**src/rtl/hazard_stall_controller.sv**
```systemverilog
// Load-use / taken-branch hazard sequencer for the 5-stage pipeline with Mealy stall, flush and bubble outputs.
// Optional macro HAZARD_PERF_CNT_EN adds saturating stall_cycles / flush_cycles counters.
module hazard_stall_controller #(
    parameter int unsigned REG_ADDR_W   = 5,
    parameter int unsigned LOAD_BUBBLES = 1,
    parameter int unsigned FLUSH_CYCLES = 2
) (
    input  logic                  clk,
    input  logic                  reset,
    input  logic [REG_ADDR_W-1:0] id_rs,
    input  logic [REG_ADDR_W-1:0] id_rt,
    input  logic                  id_uses_rt,
    input  logic                  ex_mem_read,
    input  logic [REG_ADDR_W-1:0] ex_rd,
    input  logic                  ex_branch_taken,
    output logic                  pc_stall,
    output logic                  if_id_stall,
    output logic                  if_id_flush,
    output logic                  id_ex_bubble,
    output logic                  stall_flag_if,
    output logic                  stall_flag_id,
    output logic                  stall_flag_ex,
    output logic                  busy
`ifdef HAZARD_PERF_CNT_EN
   ,output logic [15:0]           stall_cycles,
    output logic [15:0]           flush_cycles
`endif
);

    typedef enum logic [1:0] {
        RUN        = 2'd0,
        LOAD_STALL = 2'd1,
        FLUSH      = 2'd2
    } state_e;

    // Counter preloads: number of further cycles to spend after the entry cycle.
    localparam logic [1:0] LOAD_RELOAD  = (LOAD_BUBBLES > 1) ? 2'(LOAD_BUBBLES - 2) : 2'd0;
    localparam logic [1:0] FLUSH_RELOAD = (FLUSH_CYCLES > 1) ? 2'(FLUSH_CYCLES - 2) : 2'd0;

    state_e     state_q, state_d;
    logic [1:0] cnt_q, cnt_d;
    logic       hazard;
    logic       stall_c, flush_c;

    assign hazard = ex_mem_read && (ex_rd != '0) &&
                    ((ex_rd == id_rs) || (id_uses_rt && (ex_rd == id_rt)));

    always_comb begin
        state_d = state_q;
        cnt_d   = cnt_q;
        stall_c = 1'b0;
        flush_c = 1'b0;
        unique case (state_q)
            RUN: begin
                if (ex_branch_taken) begin
                    flush_c = 1'b1;
                    if (FLUSH_CYCLES > 1) begin
                        state_d = FLUSH;
                        cnt_d   = FLUSH_RELOAD;
                    end
                end else if (hazard) begin
                    stall_c = 1'b1;
                    if (LOAD_BUBBLES > 1) begin
                        state_d = LOAD_STALL;
                        cnt_d   = LOAD_RELOAD;
                    end
                end
            end
            LOAD_STALL: begin
                if (ex_branch_taken) begin
                    flush_c = 1'b1;
                    state_d = (FLUSH_CYCLES > 1) ? FLUSH : RUN;
                    cnt_d   = FLUSH_RELOAD;
                end else begin
                    stall_c = 1'b1;
                    if (cnt_q == '0) begin
                        state_d = RUN;
                    end else begin
                        cnt_d = cnt_q - 2'd1;
                    end
                end
            end
            FLUSH: begin
                // Hazards are ignored: the instruction in ID is being squashed anyway.
                flush_c = 1'b1;
                if (ex_branch_taken) begin
                    cnt_d = FLUSH_RELOAD;
                end else if (cnt_q == '0) begin
                    state_d = RUN;
                end else begin
                    cnt_d = cnt_q - 2'd1;
                end
            end
            default: begin
                state_d = RUN;
                cnt_d   = '0;
            end
        endcase
    end

    always_ff @(posedge clk) begin
        if (reset) begin
            state_q <= RUN;
            cnt_q   <= '0;
        end else begin
            state_q <= state_d;
            cnt_q   <= cnt_d;
        end
    end

    // Every output is forced low while reset is asserted.
    assign pc_stall      = !reset && stall_c;
    assign if_id_stall   = !reset && stall_c;
    assign if_id_flush   = !reset && flush_c;
    assign id_ex_bubble  = !reset && (stall_c || flush_c);
    assign busy          = !reset && (state_q != RUN);
    assign stall_flag_if = pc_stall;
    assign stall_flag_id = if_id_stall || if_id_flush;
    assign stall_flag_ex = id_ex_bubble;

`ifdef HAZARD_PERF_CNT_EN
    logic [15:0] stall_cycles_q;
    logic [15:0] flush_cycles_q;

    always_ff @(posedge clk) begin
        if (reset) begin
            stall_cycles_q <= '0;
            flush_cycles_q <= '0;
        end else begin
            if (pc_stall && (stall_cycles_q != '1)) begin
                stall_cycles_q <= stall_cycles_q + 16'd1;
            end
            if (if_id_flush && (flush_cycles_q != '1)) begin
                flush_cycles_q <= flush_cycles_q + 16'd1;
            end
        end
    end

    assign stall_cycles = stall_cycles_q;
    assign flush_cycles = flush_cycles_q;
`endif

endmodule

```
**config.mk**
```make
export PLATFORM = sky130hd
export DESIGN_NAME = hazard_stall_controller
export DESIGN_NICKNAME = d
export VERILOG_FILES = /design/src/rtl/hazard_stall_controller.sv
export SDC_FILE = /design/constraint.sdc
export NUM_CORES = 1
export LEC_CHECK = 0
export BUFFER_PORTS_ARGS = -buffer_cell sky130_fd_sc_hd__buf_2
export CAP_MARGIN = 25
export CORE_MARGIN = 3
export CORE_UTILIZATION = 35
export CTS_CLUSTER_DIAMETER = 60
export CTS_CLUSTER_SIZE = 25
export DETAILED_ROUTE_END_ITERATION = 10
export GPL_TIMING_DRIVEN = 1
export PLACE_DENSITY = 0.71
export SLEW_MARGIN = 20
export SYNTH_ARGS = -nofsm -noshare
export SYNTH_HDL_FRONTEND = slang
export SYNTH_SLANG_ARGS = --single-unit
```
**constraint.sdc**
```tcl
create_clock -name clk -period 1.6 [get_ports clk]
set_input_delay 0.08 -clock clk [delete_from_list [all_inputs] [get_ports clk]]
set_output_delay 0.08 -clock clk [all_outputs]
set_load 0.1 [all_outputs]
```
* Yosys cells after proc, flatten, opt, wreduce, memory -nomap -nowiden
Cells that the tools add are included.
** Operators by class
- Add/subtract/negate cells :: 1
- Multiply operators :: 0
- Div/mod/pow operators :: 0
- Order comparisons :: 0
- Equal/unequal tests :: 7
- Shifts and indexed selects :: 0
- Multiplexer cells :: 15
- Bitwise operators :: 0
- Reduce and logical (&&, ||, !) cells :: 19
** Operators with widths (number)
- $mux 2 :: 7
- $eq 5x5->1 :: 2
- $logic_and 1x1->1 :: 7
- $pmux 2 s3 :: 1
- $reduce_bool 5->1 :: 1
- $logic_not 2->1 :: 2
- $mux 1 :: 4
- $ne 2x2->1 const B :: 2
- $pmux 1 s2 :: 2
- $pmux 2 s2 :: 1
- $reduce_and 2->1 :: 2
- $reduce_or 2->1 :: 2
- $logic_or 1x1->1 :: 3
- $ne 3x3->1 const B :: 1
- $eq 2x1->1 const B :: 1
- $eq 2x2->1 const B :: 1
- $reduce_bool 2->1 :: 1
- $sub 2x1->2 const B :: 1
- $logic_not 1->1 :: 1
** Word-level totals
- Register bits after elaboration :: 4
- Latch bits :: 0
- Bits in writable memories :: 0
- Memory bits (read-only) :: 0
- Input bits :: 20
- Output and inout bits :: 8
- Word-level logic and storage cells :: 44
- Memories :: 0

* Longest topological paths before layout
- Depth after elaboration :: 9
- Mapped depth :: 7
- Depth with buffers taken out :: 6

* Worst setup path before layout
OpenSTA, ideal clock, no wires.
- Kind :: register to output
- Start :: register state_q[1]
- End :: output port stall_flag_ex
- Data arrival time :: 3.651 ns
- Required time :: 1.520 ns
- Slack :: -2.131 ns
- Stages on the path, launching flop included :: 6
- Buffers on the path :: 1
- Path through :: dfxtp_1 -> nand2b_1 -> a21oi_1 -> a21oi_1 -> o21ai_1 -> buf_4
** On the way
- Longest elaborated chain between the ends :: 5
- Elaborated cells between the ends (all ways) :: 8
- Those cells by class :: 2 x eq/ne; 2 x mux; 4 x reduce/logical
** Ends and longest elaborated chain
- start, declared :: line 40 : state_e state_q, state_d;
- start signal, assigned :: line 106 : state_q <= state_d;
- $eq 2x1->1 or $logic_not 2->1 (tied branches) :: line 53 : unique case (state_q)
- $reduce_or 2->1 (no line)
- $pmux 1 s2 :: line 53
- $logic_or 1x1->1 (*) :: line 115 : assign id_ex_bubble = !reset && (stall_c || flush_c);
- $logic_and 1x1->1 (*) :: line 115
- end, declared :: line 22 : output logic stall_flag_ex,
Every way passes the cells marked *; elsewhere a longest branch is shown, timed or not.

* Final worst setup path
- Start :: register state_q[1]
- End :: output port if_id_stall
** On the way
- Longest elaborated chain between the ends :: 3
- Elaborated cells between the ends (all ways) :: 4
- Those cells by class :: 1 x eq/ne; 1 x mux; 2 x reduce/logical
** Ends and longest elaborated chain
- $eq 2x1->1 or $logic_not 2->1 (tied branches) :: line 53
- $pmux 1 s2 (*) :: line 53
- $logic_and 1x1->1 (*) :: line 113 : assign if_id_stall = !reset && stall_c;
- end, declared :: line 17 : output logic if_id_stall,
Marks and branches as above.

==> results.toml <==
[layout]
nFillCells = 89
final_nets = 119
layout-drive-gt1-share_pct = 54.8
area_growth_pct = 79.9
post-route-util_pct = 72.7
stdcell_count = 107
diodes = 0

[yosys]
synth.distinct_cells = 23
synthFlopType = "dfxtp_1"
synthCells = 62
syn_nets = 87
ys_ff_latch = 4
seq_area_frac_synth_pct = 16.7
syn_area_per_cell_um2 = 7.73
yosys_warnings = 0
synthArstFlopShare_pct = 0
synth-edff-count = 0
synth.cell_area_um2 = 479

[placement]
hpwlAfterDp_mm = 1.12
io_buffers = 27
gp_congestion = 0.789
dpl.cell_count = 99

[die]
dieArea_um2 = 1850
design.portCount = 28
die_w_um = 43
start_util_pct = 40.4
core_region_area_um2 = 1190
die_y_um = 43
row_count = 12

[timing]
fin_crit_ns = 1.59
slew_violations = 0
worst_slew_pin_slew_ns = 0.649
relSlewSlack_pct = 56.7
hold_violations = 0
hold_ws_ns = 0.145
timing.fmax_mhz = 628
fin_worst_skew_ns = 0.00788
period_share_pct = 99.5
setup_violations = 0
grt_setup_unrepaired = "yes"

[global_routing]
grt_antenna_before_repair = 0
gr-total-overflow = 0
grt_usage_pct = 16.9
grt_pass1_vias = 587
grt_max_degree = 8
grt_pass1_wl_mm = 2.37

[status]
status = "completed"

[cts]
cts_root_buf = "clkbuf_4"
cts_sinks = 4
htree_levels = 1
cts_tree = "built"
cts_made_buffers = 3
worstSkewPairLatency_ns = 0.24
path_clk_slew_ns = 0.04
max-clock-path-buffers = 2
hold_buffers = 0

[routing]
ant_nets = 0
drt_iter0_drc = 3
drt_wl_total_mm = 1.48
wire_per_inst_um = 13.8
drc = 0
first_pass_iters = 2
routed_via_density = 5.12
vias = 548

[worst_hold_path]
min_to = "cnt_q[1]$_SDFFE_PP0P_"
hold_start = "ex_branch_taken"
hp-class = "in -> reg"
hold_depth = 2

[pwr]
peakVddDrop_uv = 396
powerDensity_nw_per_um2 = 601
p_leak_nw = 0.360
p_sw_w = 0.000221
clkPwrFrac_pct = 27.1
switching_share_pct = 42.6
power_frac_seq_pct = 20.2
p_comb_share_pct = 52.8
p_int_w = 0.000297

[worst_setup_path]
path_delay_family = "compound AO/OA/AOI/OAI gates"
reg2reg_depth = 6
critical_path_required_ns = 1.52
crit_chain = "inv_4 -> ha_4 -> o2111ai_4 -> o21ai_4 -> buf_12"
r2r-start = "state_q[0]$_SDFFE_PP0P_"
worst-r2r-setup-slack_ns = 0.05
critical_path.startpoint_type = "register"
critPathSlowestCell = "dfxtp_4"
worstSetupPathType = "reg -> out"
arrival_ns = 1.51
crit_fanout = 3
reg2reg_to = "state_q[1]$_SDFFE_PP0P_"
critPathBufInv = 2
cp-end-kind = "primary output"
max_stage_delay_ns = 0.35

[flow_run]
max_cap_violations = 0
[worst reg2reg max path, stage by stage, from the launching register on]
cell and delay (ns):
dfxtp_4 0.37, inv_4 0.04, ha_4 0.16, buf_4 0.14, buf_4 0.15, o311ai_0 0.41, a21oi_1 0.14
[stage by stage]
step / total power, W / area, um^2 / setup TNS, ns / worst slack, ns
after floorplan: 0.000291 / 614 / -1.04 / -0.285
after global placement: 0.000361 / 783 / 0 / 0.0806
after detailed placement: 0.000365 / 783 / 0 / 0.0512
after CTS: 0.000522 / 832 / 0 / 0.000736
after global routing: 0.000553 / 862 / -0.280 / -0.102
final: 0.000518 / 862 / 0 / 0.00817
[final cells by class]
type / instances / area, um^2 / share of cell area [%]
clock buffers: 4 / 26.3 / 3.05
inverters: 5 / 23.8 / 2.76
multi-input cells: 49 / 449 / 52.1
flip-flops and latches: 4 / 87.6 / 10.2
well taps: 14 / 17.5 / 2.03
repair buffers: 31 / 258 / 29.9
[flip-flops by register name, indices dropped and copies added, names as in the netlist]
signal and cells:
cnt_q 2, state_q 2
[Yosys cell counts, drive strengths merged, types with 2 or more instances]
cell	instances	area share (%)
o21ai	3	3.1
inv	5	3.9
a21oi	5	5.2
xor2	9	16
ha	5	13
o22ai	2	2.6
nand2	2	1.6
dfxtp	4	17
buf	3	4.7
nor3	3	3.1
nor4b	2	3.7
nor2	7	5.5
nand2b	2	2.6
[worst max path at each step]
stage	start	endpoint	slack, ns	depth (start not counted)
after floorplan	state_q[1]$_SDFFE_PP0P_	pc_stall	-0.29	6
after global placement	ex_rd[0]	stall_flag_if	0.08	6
after detailed placement	ex_rd[3]	if_id_stall	0.05	6
after CTS	state_q[0]$_SDFFE_PP0P_	if_id_stall	0.0007	5
after global routing	state_q[0]$_SDFFE_PP0P_	state_q[1]$_SDFFE_PP0P_	-0.10	6
final	state_q[1]$_SDFFE_PP0P_	if_id_stall	0.008	5
[cell usage in the layout, fill, tap and decap left out, types with 2 or more instances in the layout]
cell,instances
inv_1,3
a21oi_1,3
dfxtp_1,2
nand2b_4,2
ha_1,4
inv_4,2
o21ai_4,2
nor2_1,6
xor2_1,9
nand2_1,2
nor3_1,3
dfxtp_4,2
buf_12,6
o22ai_1,2
clkbuf_4,4
buf_4,4
buf_2,20
[power by group through the flow]
stage               clock, W  combinational [W]  sequential, W
floorplan                  0           0.000183       0.000109
global placement           0           0.000252       0.000110
detailed placement         0           0.000255       0.000110
CTS                 0.000149           0.000268       0.000105
global route        0.000159           0.000290       0.000104
finish              0.000140           0.000273       0.000104
[per-layer routing]
metal,track usage (%),vias up,wire (um)
li1,-,279,-
met1,16.5,252,535
met2,32.0,17,861
met3,5.51,0,82
met4,6.63,0,0
met5,0,-,0
[kinds of logic after synthesis]
| group | after synthesis | synth area share, % |
|---|---|---|
| flip-flops | 4 | 16.7 |
| AO/OA/AOI/OAI | 15 | 21.1 |
| buffers and inverters | 9 | 9.40 |
| XOR/XNOR | 10 | 18.3 |
| adder cells (fa/ha/maj) | 5 | 13.1 |
| AND/OR/NAND/NOR | 19 | 21.4 |
[repair_timing]
item                                    CTS  global route
endpoints found under the setup margin    5             8
pin swaps                                 2             2
setup buffers                             3             1
resized for setup                         0             7
No activity file was read; power rests on OpenSTA's default activity.
